==> src/rtl/dma_chan_scheduler.sv <==
// Per-channel descriptor queues feeding one DMA engine through a round-robin scheduler.
// Latency: a push is issued on dma_go_o two cycles after it is captured; 3 idle cycles between transfers.
// Backpressure: ch_ready_o drops while a queue holds QUEUE_DEPTH entries (in-flight entry included).
module dma_chan_scheduler #(
  parameter int NUM_CH        = 4,
  parameter int QUEUE_DEPTH   = 4,
  parameter int ADDR_W        = 32,
  parameter int BYTES_W       = 32,
  parameter int ISSUE_TIMEOUT = 256
) (
  input  logic                      clk,
  input  logic                      rst,
  input  logic [NUM_CH-1:0]         ch_go_i,
  input  logic [NUM_CH*ADDR_W-1:0]  ch_src_i,
  input  logic [NUM_CH*ADDR_W-1:0]  ch_dst_i,
  input  logic [NUM_CH*BYTES_W-1:0] ch_bytes_i,
  output logic [NUM_CH-1:0]         ch_ready_o,
  output logic [NUM_CH-1:0]         ch_done_o,
  output logic [NUM_CH-1:0]         ch_error_o,
  output logic [NUM_CH-1:0]         ch_pending_o,
  output logic                      dma_go_o,
  output logic [ADDR_W-1:0]         dma_src_o,
  output logic [ADDR_W-1:0]         dma_dst_o,
  output logic [BYTES_W-1:0]        dma_bytes_o,
  input  logic                      dma_active_i,
  input  logic                      dma_done_i,
  input  logic                      dma_error_i,
  output logic                      busy_o
);

  localparam int PTR_W = $clog2(QUEUE_DEPTH);
  localparam int CNT_W = $clog2(QUEUE_DEPTH + 1);
  localparam int CH_W  = (NUM_CH > 1) ? $clog2(NUM_CH) : 1;
  localparam int TMR_W = $clog2(ISSUE_TIMEOUT + 1);

  typedef enum logic [2:0] {S_IDLE, S_ARB, S_ISSUE, S_WAIT, S_DONE} state_t;

  state_t             state;
  logic [ADDR_W-1:0]  q_src   [NUM_CH][QUEUE_DEPTH];
  logic [ADDR_W-1:0]  q_dst   [NUM_CH][QUEUE_DEPTH];
  logic [BYTES_W-1:0] q_bytes [NUM_CH][QUEUE_DEPTH];
  logic [PTR_W-1:0]   wr_ptr  [NUM_CH];
  logic [PTR_W-1:0]   rd_ptr  [NUM_CH];
  logic [CNT_W-1:0]   count   [NUM_CH];

  logic [NUM_CH-1:0]  q_full, nonempty, zero_len, push, pop, reject, reject_q, owner_oh;
  logic [CH_W-1:0]    rr_ptr, owner, sel, next_rr;
  logic               sel_vld, err, owner_live;
  logic [TMR_W-1:0]   tmr;
  logic [ADDR_W-1:0]  cur_src, cur_dst;
  logic [BYTES_W-1:0] cur_bytes;

  // Per-channel queue status and push/pop/reject decode; zero-length descriptors are never queued.
  always_comb begin
    for (int c = 0; c < NUM_CH; c++) begin
      q_full[c]   = (count[c] == CNT_W'(QUEUE_DEPTH));
      nonempty[c] = (count[c] != '0);
      zero_len[c] = (ch_bytes_i[c*BYTES_W +: BYTES_W] == '0);
      push[c]     = ch_go_i[c] & ~q_full[c] & ~zero_len[c];
      reject[c]   = ch_go_i[c] & ~q_full[c] & zero_len[c];
      pop[c]      = (state == S_DONE) && (owner == CH_W'(c));
      owner_oh[c] = (owner == CH_W'(c));
    end
  end

  // Round-robin pick: first non-empty channel at or after rr_ptr; scanning backwards lets the nearest win.
  always_comb begin
    int idx;
    idx     = 0;
    sel     = rr_ptr;
    sel_vld = 1'b0;
    for (int i = NUM_CH - 1; i >= 0; i--) begin
      idx = int'(rr_ptr) + i;
      if (idx >= NUM_CH) idx = idx - NUM_CH;
      if (nonempty[idx]) begin
        sel     = CH_W'(idx);
        sel_vld = 1'b1;
      end
    end
  end

  assign next_rr = (owner == CH_W'(NUM_CH - 1)) ? '0 : owner + CH_W'(1);

  // Descriptor storage; contents need no reset because count gates every read.
  always_ff @(posedge clk) begin
    for (int c = 0; c < NUM_CH; c++) begin
      if (push[c]) begin
        q_src[c][wr_ptr[c]]   <= ch_src_i[c*ADDR_W +: ADDR_W];
        q_dst[c][wr_ptr[c]]   <= ch_dst_i[c*ADDR_W +: ADDR_W];
        q_bytes[c][wr_ptr[c]] <= ch_bytes_i[c*BYTES_W +: BYTES_W];
      end
    end
  end

  // Queue pointers and occupancy; a push and the DONE pop on one channel net out in count.
  always_ff @(posedge clk or posedge rst) begin
    if (rst) begin
      for (int c = 0; c < NUM_CH; c++) begin
        wr_ptr[c] <= '0;
        rd_ptr[c] <= '0;
        count[c]  <= '0;
      end
      reject_q <= '0;
    end else begin
      for (int c = 0; c < NUM_CH; c++) begin
        if (push[c]) wr_ptr[c] <= wr_ptr[c] + PTR_W'(1);
        if (pop[c])  rd_ptr[c] <= rd_ptr[c] + PTR_W'(1);
        count[c] <= count[c] + CNT_W'(push[c]) - CNT_W'(pop[c]);
      end
      reject_q <= reject;
    end
  end

  // Scheduler FSM: arbitrate, hold go until the engine goes active (or time out), wait, then retire.
  always_ff @(posedge clk or posedge rst) begin
    if (rst) begin
      state     <= S_IDLE;
      rr_ptr    <= '0;
      owner     <= '0;
      err       <= 1'b0;
      tmr       <= '0;
      cur_src   <= '0;
      cur_dst   <= '0;
      cur_bytes <= '0;
    end else begin
      case (state)
        S_IDLE: if (|nonempty) state <= S_ARB;
        S_ARB: begin
          if (sel_vld) begin
            owner     <= sel;
            cur_src   <= q_src[sel][rd_ptr[sel]];
            cur_dst   <= q_dst[sel][rd_ptr[sel]];
            cur_bytes <= q_bytes[sel][rd_ptr[sel]];
            tmr       <= '0;
            state     <= S_ISSUE;
          end else begin
            state <= S_IDLE;
          end
        end
        S_ISSUE: begin
          if (dma_active_i) begin
            state <= S_WAIT;
          end else if (tmr == TMR_W'(ISSUE_TIMEOUT - 1)) begin
            err   <= 1'b1;
            state <= S_DONE;
          end else begin
            tmr <= tmr + TMR_W'(1);
          end
        end
        S_WAIT: begin
          err <= err | dma_error_i;
          if (dma_done_i || !dma_active_i) state <= S_DONE;
        end
        S_DONE: begin
          rr_ptr <= next_rr;
          err    <= 1'b0;
          state  <= S_IDLE;
        end
        default: state <= S_IDLE;
      endcase
    end
  end

  // The owner is only meaningful once ARB has latched it, so ARB itself does not mark it pending.
  assign owner_live   = (state == S_ISSUE) || (state == S_WAIT) || (state == S_DONE);
  assign ch_ready_o   = ~q_full;
  assign ch_pending_o = nonempty | (owner_live ? owner_oh : '0);
  assign ch_done_o    = (state == S_DONE && !err) ? owner_oh : '0;
  assign ch_error_o   = reject_q | ((state == S_DONE && err) ? owner_oh : '0);
  assign dma_go_o     = (state == S_ISSUE);
  assign dma_src_o    = dma_go_o ? cur_src : '0;
  assign dma_dst_o    = dma_go_o ? cur_dst : '0;
  assign dma_bytes_o  = dma_go_o ? cur_bytes : '0;
  assign busy_o       = (state != S_IDLE);

endmodule

==> config.mk <==
export PLATFORM = sky130hd
export DESIGN_NAME = dma_chan_scheduler
export DESIGN_NICKNAME = d
export VERILOG_FILES = /design/src/rtl/dma_chan_scheduler.sv
export SDC_FILE = /design/constraint.sdc
export NUM_CORES = 2
export LEC_CHECK = 0
export CAP_MARGIN = 20
export CORE_MARGIN = 2
export CORE_UTILIZATION = 58
export DETAILED_ROUTE_END_ITERATION = 10
export GPL_ROUTABILITY_DRIVEN = 0
export PLACE_DENSITY_LB_ADDON = 0.12
export SLEW_MARGIN = 20
export SYNTH_ARGS = -nofsm -noshare
export SYNTH_HDL_FRONTEND = slang
export SYNTH_SLANG_ARGS = --single-unit
==> constraint.sdc <==
create_clock -name clk -period 6.5 [get_ports clk]
set_clock_uncertainty 0.2 [all_clocks]
set_input_delay 1.3 -clock clk [delete_from_list [all_inputs] [get_ports clk]]
set_output_delay 1.3 -clock clk [all_outputs]
set_load 0.03 [all_outputs]
After elaboration in Yosys (flattened, before gate mapping)
Memory sizes are Yosys's and may differ from the RTL's.
Index checks and enable logic that the tools add are counted.
Widths: inputs -> output; s select.

storage, ports and cells
  register bits after elaboration = 145
  memories kept = 3
  memory bits (writable) = 1536

memory list
  memory   depth  width  read ports  clocked after memory_dff  write ports  RTL line  text
  q_bytes  4      128    1           0                         4            41        logic [BYTES_W-1:0] q_bytes [NUM_CH][QUEUE_DEPTH];
  q_dst    4      128    1           0                         4            40        logic [ADDR_W-1:0] q_dst [NUM_CH][QUEUE_DEPTH];
  q_src    4      128    1           0                         4            39        logic [ADDR_W-1:0] q_src [NUM_CH][QUEUE_DEPTH];

cells by class
  reduce and logical (&&, ||, !) cells = 33
  magnitude comparators = 18
  multiplexer cells = 72
  $add $sub $neg = 25
  bitwise logic cells = 30
  equal/unequal tests = 19

operator list
  operator             count
  $mux 32              17
  $mux 128             4
  $demux 32 s2         4
  $bmux 32 s2          3
  $logic_not 32->1     4
  $lt 32x4->1 const B  4
  $ge 3x3->1 const B   9
  $mux 9               3
  $add 2x1->2 const B  9
  $mux 1               18
  $not 2->3            6
  $pmux 9 s2           1
  $reduce_bool 3->1    6
  $mux 2               8
  $eq 3x3->1 const B   5
  $add 3x1->3          4
  $and 1x1->1          12
  $lt 3x1->1 const B   4
  $mux 3               4
  $mux 4               3
  $pmux 3 s4           1
  $sub 3x1->3          4
  $sub 3x3->4 const B  3
  $logic_and 1x1->1    10
  29 further kinds     51

Depth between registers and ports, before layout
  depth in word-level cells = 18
  depth in mapped cells = 13

Least setup slack after synthesis
OpenSTA, ideal clock, no wires.

  path type = in2reg
  start = in ch_bytes_i[28]
  end = mem q_bytes[0][0] (netlist bit) (enable)
  slack = 1.781 ns
  data required time = 5.834 ns
  data arrival time = 4.053 ns
  stages = 5
  cell sequence = nor4_1 -> nand4_1 -> nor2_1 -> nor2_1 -> and2_1

RTL lines
  what                RTL line  text
  start: declaration  16        input logic [NUM_CH*BYTES_W-1:0] ch_bytes_i,
  end: declaration    41

Final worst setup path
  start = reg state[2]
  end = out dma_dst_o[27]

on the way
  longest elaborated chain between the ends = 2

ends and longest elaborated chain
  what                      RTL line  text
  start: declaration        38        state_t state;
  start signal: assignment  117       state <= S_IDLE;
  start signal: assignment  127       S_IDLE: if (|nonempty) state <= S_ARB;
  start signal: assignment  135       state <= S_ISSUE;
  $eq 3x2->1                170       assign dma_go_o = (state == S_ISSUE);
  $mux 32                   172       assign dma_dst_o = dma_go_o ? cur_dst : '0;
  end: declaration          23        output logic [ADDR_W-1:0] dma_dst_o,

Every way passes these cells.

==> reports/qor.yml <==
outcome:
  status: "completed"
pwr:
  total_leakage_power_nw: 25.7
  p_per_area_nw_per_um2: 533
  power_mw: 41.3
  vdd_drop_max_v: 0.000755
global_route:
  use_met2: 0.525
  grt_max_degree: 152
  grt_pass1_vias: 35400
  grt.overflow.total: 0
  grt_use_met1: 0.431
  grt_use_total: 0.319
  use_met3: 0.0689
  grt_first_pass_wirelength_um: 257000
  gr-max-usage-layer: "met2"
  antenna_found_initial: 50
cells_and_area:
  fillers: 6803
  final_common_cell: "edfxtp_1"
  final_layout_size_suffix_gt1_frac: 0.195
  utilization: 0.700
  fin_nets: 3999
  stdcell_count: 5239
  design_area_um2: 77500
  layout_common_cells: "1536 x edfxtp_1, 506 x clkdlybuf4s50_1, 385 x mux4_2"
  area_growth_pct: 19.4
clock_network:
  cts_tree: "done"
  h-tree-depth: 4
  numCtsBuffers: 167
  ctsResizeCount: 0
  worstSkewPairLatency_ns: 0.77
  clock_tree.buffer_depth: 3
  post_cts_buffers: 0
  holdBufCountCts: 0
  clk_transition_reported_paths_ns: 0.06
  cts_sinks: 1681
  cts-root-buf: "clkbuf_16"
floorplan:
  initial_core_util: 0.586
  ioPinCount: 507
  die_w_um: 339
  die_area_um2: 115000
  dieHeight_um: 339
  fp-row-count: 122
  design.core.area_um2: 111000
yosys:
  synth_top_area_frac: 0.710
  netlist_instances: 2987
  synth_fp_nets: 3414
  syn-cell-area_um2: 64900
  ys.flop_type: "edfxtp_1"
  yosys_register_bits: 1681
  synth_cell_type_count: 44
  ys_warn_count: 0
  synth_area_per_cell_um2: 21.7
  async_reset_ff_frac: 0.0863
  synth_edf_count: 1536
  yosysSeqAreaShare: 0.766
  synth_top_area_cell: "edfxtp_1"
  synth_area_leaders: "edfxtp_1 71%, mux4_2 13%, dfrtp_1 5.6%"
placed_design:
  place_inst: 4889
  io_buffers: 506
  dp_hpwl_um: 106000
  placed_cell_area_um2: 71900
min_path:
  hp-start: "rd_ptr[3]"
  hold_path.class: "register to register"
  min_to: "rd_ptr[3]"
  hold_depth: 1
drt:
  routed_wl_um: 181000
  vias: 34200
  drc: 0
  drt_first_pass_iters: 5
  avgViaCountPerCell: 6.53
  drtAntennaViolNets: 0
  drtIter0Drc: 4081
  wl_per_cell_um: 34.6
setup_path:
  critPathCaptureType: "output pin"
  r2r_start: "count[4]"
  reg2reg_setup_slack_ns: 1.84
  rr_endpoint: "cur_bytes[5]"
  start_kind: "register"
  reg2reg_depth: 9
  cp_max_fo: 17
  cp.arrival_ns: 3.52
  required_ns: 5.00
  crit_type: "register to output pin"
sta:
  rsz0062_at_grt: "false"
  setup_viol: 0
  fmax_mhz: 199
  relSlewSlack: 0.245
  slew_viol_final: 0
  worstMarginPinSlew_ns: 1.13
  fin_setup_tns_ns: 0
  period_needed_ns: 5.02
  period_share: 0.773
  finalHoldViolations: 0
flow_run:
  maxCapViolCount: 0
[power breakdown]
group	internal (mW)	total [mW]	switching, mW
Sequential	14.4	15.1	0.768
Clock	5.62	9.65	4.02
Combinational	7.81	16.6	8.75
[area by class of cell]
cell class | instances | area (um2) | area share
sequential | 1681 | 49800 | 0.642
clock inverter | 87 | 835 | 0.0108
tap | 1488 | 1860 | 0.0240
antenna | 34 | 85.1 | 0.00110
timing repair buffer | 569 | 5880 | 0.0758
clock buffer | 227 | 4690 | 0.0605
multi-input combinational | 1118 | 14300 | 0.185
inverter | 35 | 136 | 0.00176
[logic make-up after synthesis]
group | synth area share
DFF | 0.766
muxes | 0.163
and+or+nand+nor | 0.0219
AOI/OAI and AO/OA | 0.0234
buffers and inverters | 0.0145
adders and majority gates | 0.00701
xor gates and xnor gates | 0.00351
[registers in the layout (all words and copies together) (netlist names), 9 cells and up]
signal and flops:
q_dst 512, count 12, cur_bytes 32, cur_dst 32, cur_src 32, q_src 512, q_bytes 512, tmr 9
[through the flow]
step | hold slack, ns | setup slack [ns]
after global placement | 0.258 | 1.22
after global routing | 0.281 | 1.44
after CTS | 0.278 | 1.20
after floorplan | 0.240 | 1.11
after detailed placement | 0.267 | 1.17
final | 0.276 | 1.48
[cells in the mapped netlist (30+ instances only)]
cell type,n
a2bb2oi_1,96
and2_1,114
buf_2,49
clkbuf_1,61
dfrtp_1,145
edfxtp_1,1536
ha_1,30
inv_1,35
mux2i_1,192
mux4_2,386
nand2_1,46
nor4_1,32
o21ai_1,96
[per-layer routing]
metal | vias up | wire length, um
li1 | 13600 | -
met1 | 18200 | 68100
met2 | 2037 | 91400
met3 | 287 | 17000
met4 | 30 | 4460
met5 | - | 197
[how the worst max path moves through the flow]
stage | slack [ns] | end | depth (start not counted) | start
floorplan | 1.11 | count[0] | 1 | rst
global placement | 1.22 | q_dst[0][12] | 7 | ch_bytes_i[31]
detailed placement | 1.17 | q_src[0][10] | 7 | ch_bytes_i[31]
CTS | 1.20 | dma_dst_o[27] | 5 | state[2]
global route | 1.44 | dma_bytes_o[8] | 6 | state[2]
finish | 1.48 | dma_dst_o[27] | 6 | state[2]
[worst max-delay path, cell delays in order, from the launching register on]
cell and delay [ns]:
dfrtp_1 0.43, nand2b_1 0.29, nor2_4 0.53, buf_16 0.25
buf_4 0.27, and2_1 0.25, clkdlybuf4s50_1 0.70
No activity file was read; power rests on OpenSTA's default activity.
